**src/rtl/rca_seq_adder_if.sv**
```systemverilog
// rca_seq_adder_if: start/done handshake, operands and result of the wide sequential adder
interface rca_seq_adder_if #(parameter int NIBBLES = 4);
  localparam int W = 4 * NIBBLES;
  logic start;
  logic [W-1:0] a;
  logic [W-1:0] b;
  logic cin;
  logic busy;
  logic done;
  logic [W-1:0] sum;
  logic cout;
  modport master(output start, a, b, cin, input busy, done, sum, cout);
  modport slave(input start, a, b, cin, output busy, done, sum, cout);
endinterface

```
**src/rtl/rca_seq_adder.sv**
```systemverilog
// rca_seq_adder: W-bit add through one shared 4-bit ripple adder, one nibble per clock, LSB first
module ripplecarryadder (
  input  logic [3:0] a,
  input  logic [3:0] b,
  input  logic       cin,
  output logic [3:0] sum,
  output logic       cout
);
  assign {cout, sum} = a + b + {4'd0, cin};
endmodule

module rca_seq_adder #(parameter int NIBBLES = 4) (
  input logic clk,
  input logic rst,
  rca_seq_adder_if.slave bus
);
  localparam int W  = 4 * NIBBLES;
  localparam int IW = $clog2(NIBBLES);
  typedef enum logic [1:0] {IDLE, RUN, DONE} state_t;
  state_t state, state_n;
  logic [W-1:0] a_q, b_q, acc, acc_n, sum_q;
  logic [IW-1:0] idx;
  logic carry_reg, cout_q, co, accept, last;
  logic [3:0] s;
  ripplecarryadder u_rca (a_q[4*idx+:4], b_q[4*idx+:4], carry_reg, s, co);
  // acc_n merges the current slice so the final edge can publish the whole word at once
  always_comb begin
    accept = bus.start && state != RUN;
    last = idx == IW'(NIBBLES - 1);
    acc_n = acc;
    acc_n[4*idx+:4] = s;
    state_n = accept ? RUN : state == RUN ? (last ? DONE : RUN) : IDLE;
  end
  always_ff @(posedge clk or posedge rst)
    if (rst) state <= IDLE;
    else state <= state_n;
  always_ff @(posedge clk or posedge rst) begin
    if (rst) begin
      a_q <= '0;
      b_q <= '0;
      acc <= '0;
      idx <= '0;
      carry_reg <= 1'b0;
      sum_q <= '0;
      cout_q <= 1'b0;
    end else if (accept) begin
      a_q <= bus.a;
      b_q <= bus.b;
      carry_reg <= bus.cin;
      idx <= '0;
      acc <= '0;
    end else if (state == RUN) begin
      acc <= acc_n;
      carry_reg <= co;
      idx <= idx + 1'b1;
      if (last) begin
        sum_q <= acc_n;
        cout_q <= co;
      end
    end
  end
  assign bus.busy = state == RUN;
  assign bus.done = state == DONE;
  assign bus.sum = sum_q;
  assign bus.cout = cout_q;
endmodule

```
**src/flat_wrapper.sv**
```systemverilog
// flat-port wrapper written by rule: the top's interface ports become plain ports
module rca_seq_adder_flat 
#(parameter int NIBBLES = 4)
  (clk, rst, bus_start, bus_a, bus_b, bus_cin, bus_busy, bus_done, bus_sum, bus_cout);
  rca_seq_adder_if #(.NIBBLES(NIBBLES)) bus_i ();
  input logic clk;
  input logic rst;
  input wire logic [$bits(bus_i.start)-1:0] bus_start;
  input wire logic [$bits(bus_i.a)-1:0] bus_a;
  input wire logic [$bits(bus_i.b)-1:0] bus_b;
  input wire logic [$bits(bus_i.cin)-1:0] bus_cin;
  output wire logic [$bits(bus_i.busy)-1:0] bus_busy;
  output wire logic [$bits(bus_i.done)-1:0] bus_done;
  output wire logic [$bits(bus_i.sum)-1:0] bus_sum;
  output wire logic [$bits(bus_i.cout)-1:0] bus_cout;
  assign bus_i.start = bus_start;
  assign bus_i.a = bus_a;
  assign bus_i.b = bus_b;
  assign bus_i.cin = bus_cin;
  assign bus_busy = bus_i.busy;
  assign bus_done = bus_i.done;
  assign bus_sum = bus_i.sum;
  assign bus_cout = bus_i.cout;
  rca_seq_adder #(.NIBBLES(NIBBLES)) u_core (.clk(clk), .rst(rst), .bus(bus_i));
endmodule
```
**config.mk**
```make
export PLATFORM = sky130hd
export DESIGN_NAME = rca_seq_adder_flat
export DESIGN_NICKNAME = d
export VERILOG_FILES = /design/src/rtl/rca_seq_adder_if.sv /design/src/rtl/rca_seq_adder.sv /design/src/flat_wrapper.sv
export SDC_FILE = /design/constraint.sdc
export NUM_CORES = 1
export LEC_CHECK = 0
export CAP_MARGIN = 20
export CELL_PAD_IN_SITES_DETAIL_PLACEMENT = 2
export CELL_PAD_IN_SITES_GLOBAL_PLACEMENT = 2
export CORE_ASPECT_RATIO = 1.5
export CORE_MARGIN = 3
export CORE_UTILIZATION = 35
export CTS_BUF_LIST = sky130_fd_sc_hd__clkbuf_4 sky130_fd_sc_hd__clkbuf_8 sky130_fd_sc_hd__clkbuf_16
export CTS_CLUSTER_DIAMETER = 120
export DETAILED_ROUTE_END_ITERATION = 16
export GPL_TIMING_DRIVEN = 0
export PLACE_DENSITY_LB_ADDON = 0.25
export SYNTH_ARGS = -nofsm -noshare
export SYNTH_HDL_FRONTEND = slang
export SYNTH_SLANG_ARGS = --single-unit
```
**constraint.sdc**
```tcl
create_clock -name clk -period 3.55 [get_ports clk]
set_clock_uncertainty 0.2 [all_clocks]
set_input_delay 1.065 -clock clk [delete_from_list [all_inputs] [get_ports clk]]
set_output_delay 1.065 -clock clk [all_outputs]
set_load 0.01 [all_outputs]
```
==> impl_metrics.yaml <==
power:
  total_leakage_power_nw: 1.81
  power.density_nw_per_um2: 1180
  power_mw: 4.95
  vdd_ir_drop_max_mv: 0.471
setup_path:
  crit_type: "reg2reg"
  cp-start-kind: "flip-flop"
  crit_required_ns: 3.62
  cp.arrival_ns: 3.47
  slowest_delay_ns: 0.60
  cpMaxStageDelayCell: "xnor2_1"
  crit_top_cell: "fa_1"
  crit_path_end_kind: "flip-flop"
  crit_chain: "clkbuf_1 > mux4_2 > fa_1 > inv_1 > fa_1 > xnor2_1 > and2_1 > a22o_1"
  crit_fanout: 9
clocking:
  ctsHoldBuffers: 0
  clock_latency_ns: 0.34
  cts_tree: "done"
  cts_num_sinks: 70
  cts.clk_slew.worst_paths_ns: 0.06
  clock_path_buffers: 2
  clock-root-buffer: "clkbuf_16"
  cts_inserted_buffers: 9
  cts_resized: 1
  h-tree-depth: 3
  post-cts-setup-buffers: 0
yosys:
  async_flop_share_pct: 100
  synth_area_per_cell_um2: 13.1
  synth_edf_count: 0
  synth_area_um2: 3210
  yosysSeqAreaShare_pct: 54.6
  synth_top_area_share_pct: 54.6
  netlist_instances: 246
  ys_ff_latch: 70
  ys.warnings.count: 0
  syn-num-nets: 293
  synth_commonest_cells: "dfrtp_1 (70), mux2_2 (32), nor2_1 (31), inv_1 (13), a221oi_1 (12)"
  synth_flop_cell: "dfrtp_1"
  yosys.area.top_type: "dfrtp_1"
  synth_cell_types: 33
  yosysMostFrequentCell: "dfrtp_1"
  synth.top_cells.by_area: "dfrtp_1 (55%), mux2_2 (11%), mux4_2 (5.6%), nor2_1 (3.6%), ha_1 (3.5%)"
global_route:
  grt_pass1_vias: 2656
  grt_overflow: 0
  grt_start_max_net_pins: 71
  track_usage_pct: 18.2
  grt_pass1_wl_mm: 14.1
  antenna_found_initial: 0
floorplanning:
  core_area_um2: 8880
  die_h_um: 123
  die_w_um: 84.2
  initial_core_util_pct: 36.2
  io-pin-count: 55
  fp-row-count: 42
  die-area_um2: 10400
finish:
  diodes: 0
  fillers: 872
  nNetsFinal: 358
  fin_cells: 426
  final_layout_size_suffix_gt1_share_pct: 23.1
  area_growth_pct: 30.7
  final_core_util_pct: 47.3
sta:
  holdWs_ns: 0.296
  setup_slack_ns: 0.153
  maxSlewViolCount: 0
  max_freq_mhz: 294
  hold_viol: 0
  setup_violations: 0
  min_period_over_period_pct: 95.7
  max-slew-margin-rel_pct: 40.1
  rsz0062_at_grt: "no"
  tightestPinTransition_ns: 0.899
  finalCriticalPeriod_ns: 3.40
route:
  drt_iter0_drc: 91
  drtAntennaViolNets: 0
  routed_via_density: 5.41
  vias: 2305
  drtPass1Iterations: 4
  route.detailed.drc: 0
  wl_mm: 8.66
  routed_wire_length_per_instance_um: 20.3
run_status:
  status: "complete, no violations"
run:
  max_cap_viol_count: 0
placed_design:
  finalWeightedCongestion: 0.739
  dp_worst_setup_slack_ns: 0.251
  io_buffers: 54
  dp_hpwl_mm: 5.89
  dp.cells: 410
min_path:
  min_path_type: "reg2reg"
## cell usage in the layout, fill, tap and decap left out, types with 2 or more instances in the layout
| cell | count |
|---|---|
| a21o_1 | 2 |
| nand2_1 | 6 |
| clkinv_2 | 3 |
| nor2_1 | 31 |
| a22o_1 | 8 |
| inv_1 | 12 |
| nor3_2 | 2 |
| a221oi_1 | 12 |
| mux4_2 | 8 |
| clkbuf_8 | 2 |
| buf_2 | 8 |
| clkbuf_1 | 2 |
| a21oi_1 | 10 |
| a32oi_1 | 4 |
| mux2_2 | 32 |
| ha_1 | 9 |
| nor2b_1 | 2 |
| a32o_1 | 8 |
| dfrtp_1 | 70 |
| clkbuf_16 | 9 |
| and2_1 | 2 |
| fa_1 | 2 |
| o21ai_0 | 2 |
| clkdlybuf4s50_1 | 54 |
## per-stage QoR
stage	area (um^2)	TNS [ns]
after CTS	4200	0
after global routing	4200	0
after detailed placement	3890	0
final	4200	0
after global placement	3890	-52.67
after floorplan	3210	0
## cell type report
type	count	area [um^2]	area share, %
Sequential cell	70	1750	41.7
Timing Repair Buffer	54	541	12.9
Buffer	12	58.8	1.40
Clock inverter	4	45.0	1.07
Tap cell	110	138	3.28
Multi-Input combinational cell	150	1350	32.1
Clock buffer	12	260	6.20
Inverter	14	55.1	1.31
## worst max-delay path: cells and delay by family, from the launching register on
| kind | cells | cell delay (ns) |
|---|---|---|
| buf+inv | 2 | 0.57 |
| flops | 1 | 0.43 |
| mux | 1 | 0.38 |
| compound gates | 1 | 0.19 |
| xor+xnor | 1 | 0.60 |
| simple gates | 1 | 0.37 |
| fa+ha+maj | 2 | 0.60 |
## layer usage
layer | share of wire (%) | track usage [%]
met5 | 0 | 0
met4 | 3.4 | 11.0
met3 | 3.3 | 2.93
met2 | 55 | 33.4
met1 | 38 | 19.5
## final timing paths
kind                       cells after the start  slack [ns]                        start                       endpoint
min in group asynchronous                      2        1.06                          rst  u_core.bus.sum[4]$_DFFE_PP0P_
min                                            2        0.30  u_core.bus.cout$_DFFE_PP0P_    u_core.bus.cout$_DFFE_PP0P_
max                                            8        0.15    u_core.idx[1]$_DFFE_PP0P_      u_core.acc[6]$_DFFE_PP0P_
max reg2reg                                    8        0.15    u_core.idx[1]$_DFFE_PP0P_      u_core.acc[6]$_DFFE_PP0P_
max in group asynchronous                      2        1.49                          rst      u_core.b_q[7]$_DFFE_PP0P_
min reg2reg                                    2        0.30  u_core.bus.cout$_DFFE_PP0P_    u_core.bus.cout$_DFFE_PP0P_
## cell families after synthesis
| logic type | after synthesis | synth area share (%) |
|---|---|---|
| flops | 70 | 54.6 |
| compound gates | 49 | 12.0 |
| simple gates | 49 | 8.14 |
| mux | 40 | 16.8 |
| buf+inv | 26 | 3.43 |
| fa+ha+maj | 11 | 4.75 |
| xor+xnor | 1 | 0.273 |
## report_power, final
group | switching (mW) | internal (mW) | leakage [nW] | total, mW
clock | 0.334 | 0.586 | 0.156 | 0.920
combinational | 1.50 | 1.12 | 0.791 | 2.62
sequential | 0.228 | 1.19 | 0.861 | 1.42
total | 2.06 | 2.89 | 1.81 | 4.95
No activity file was read; power rests on OpenSTA's default activity.
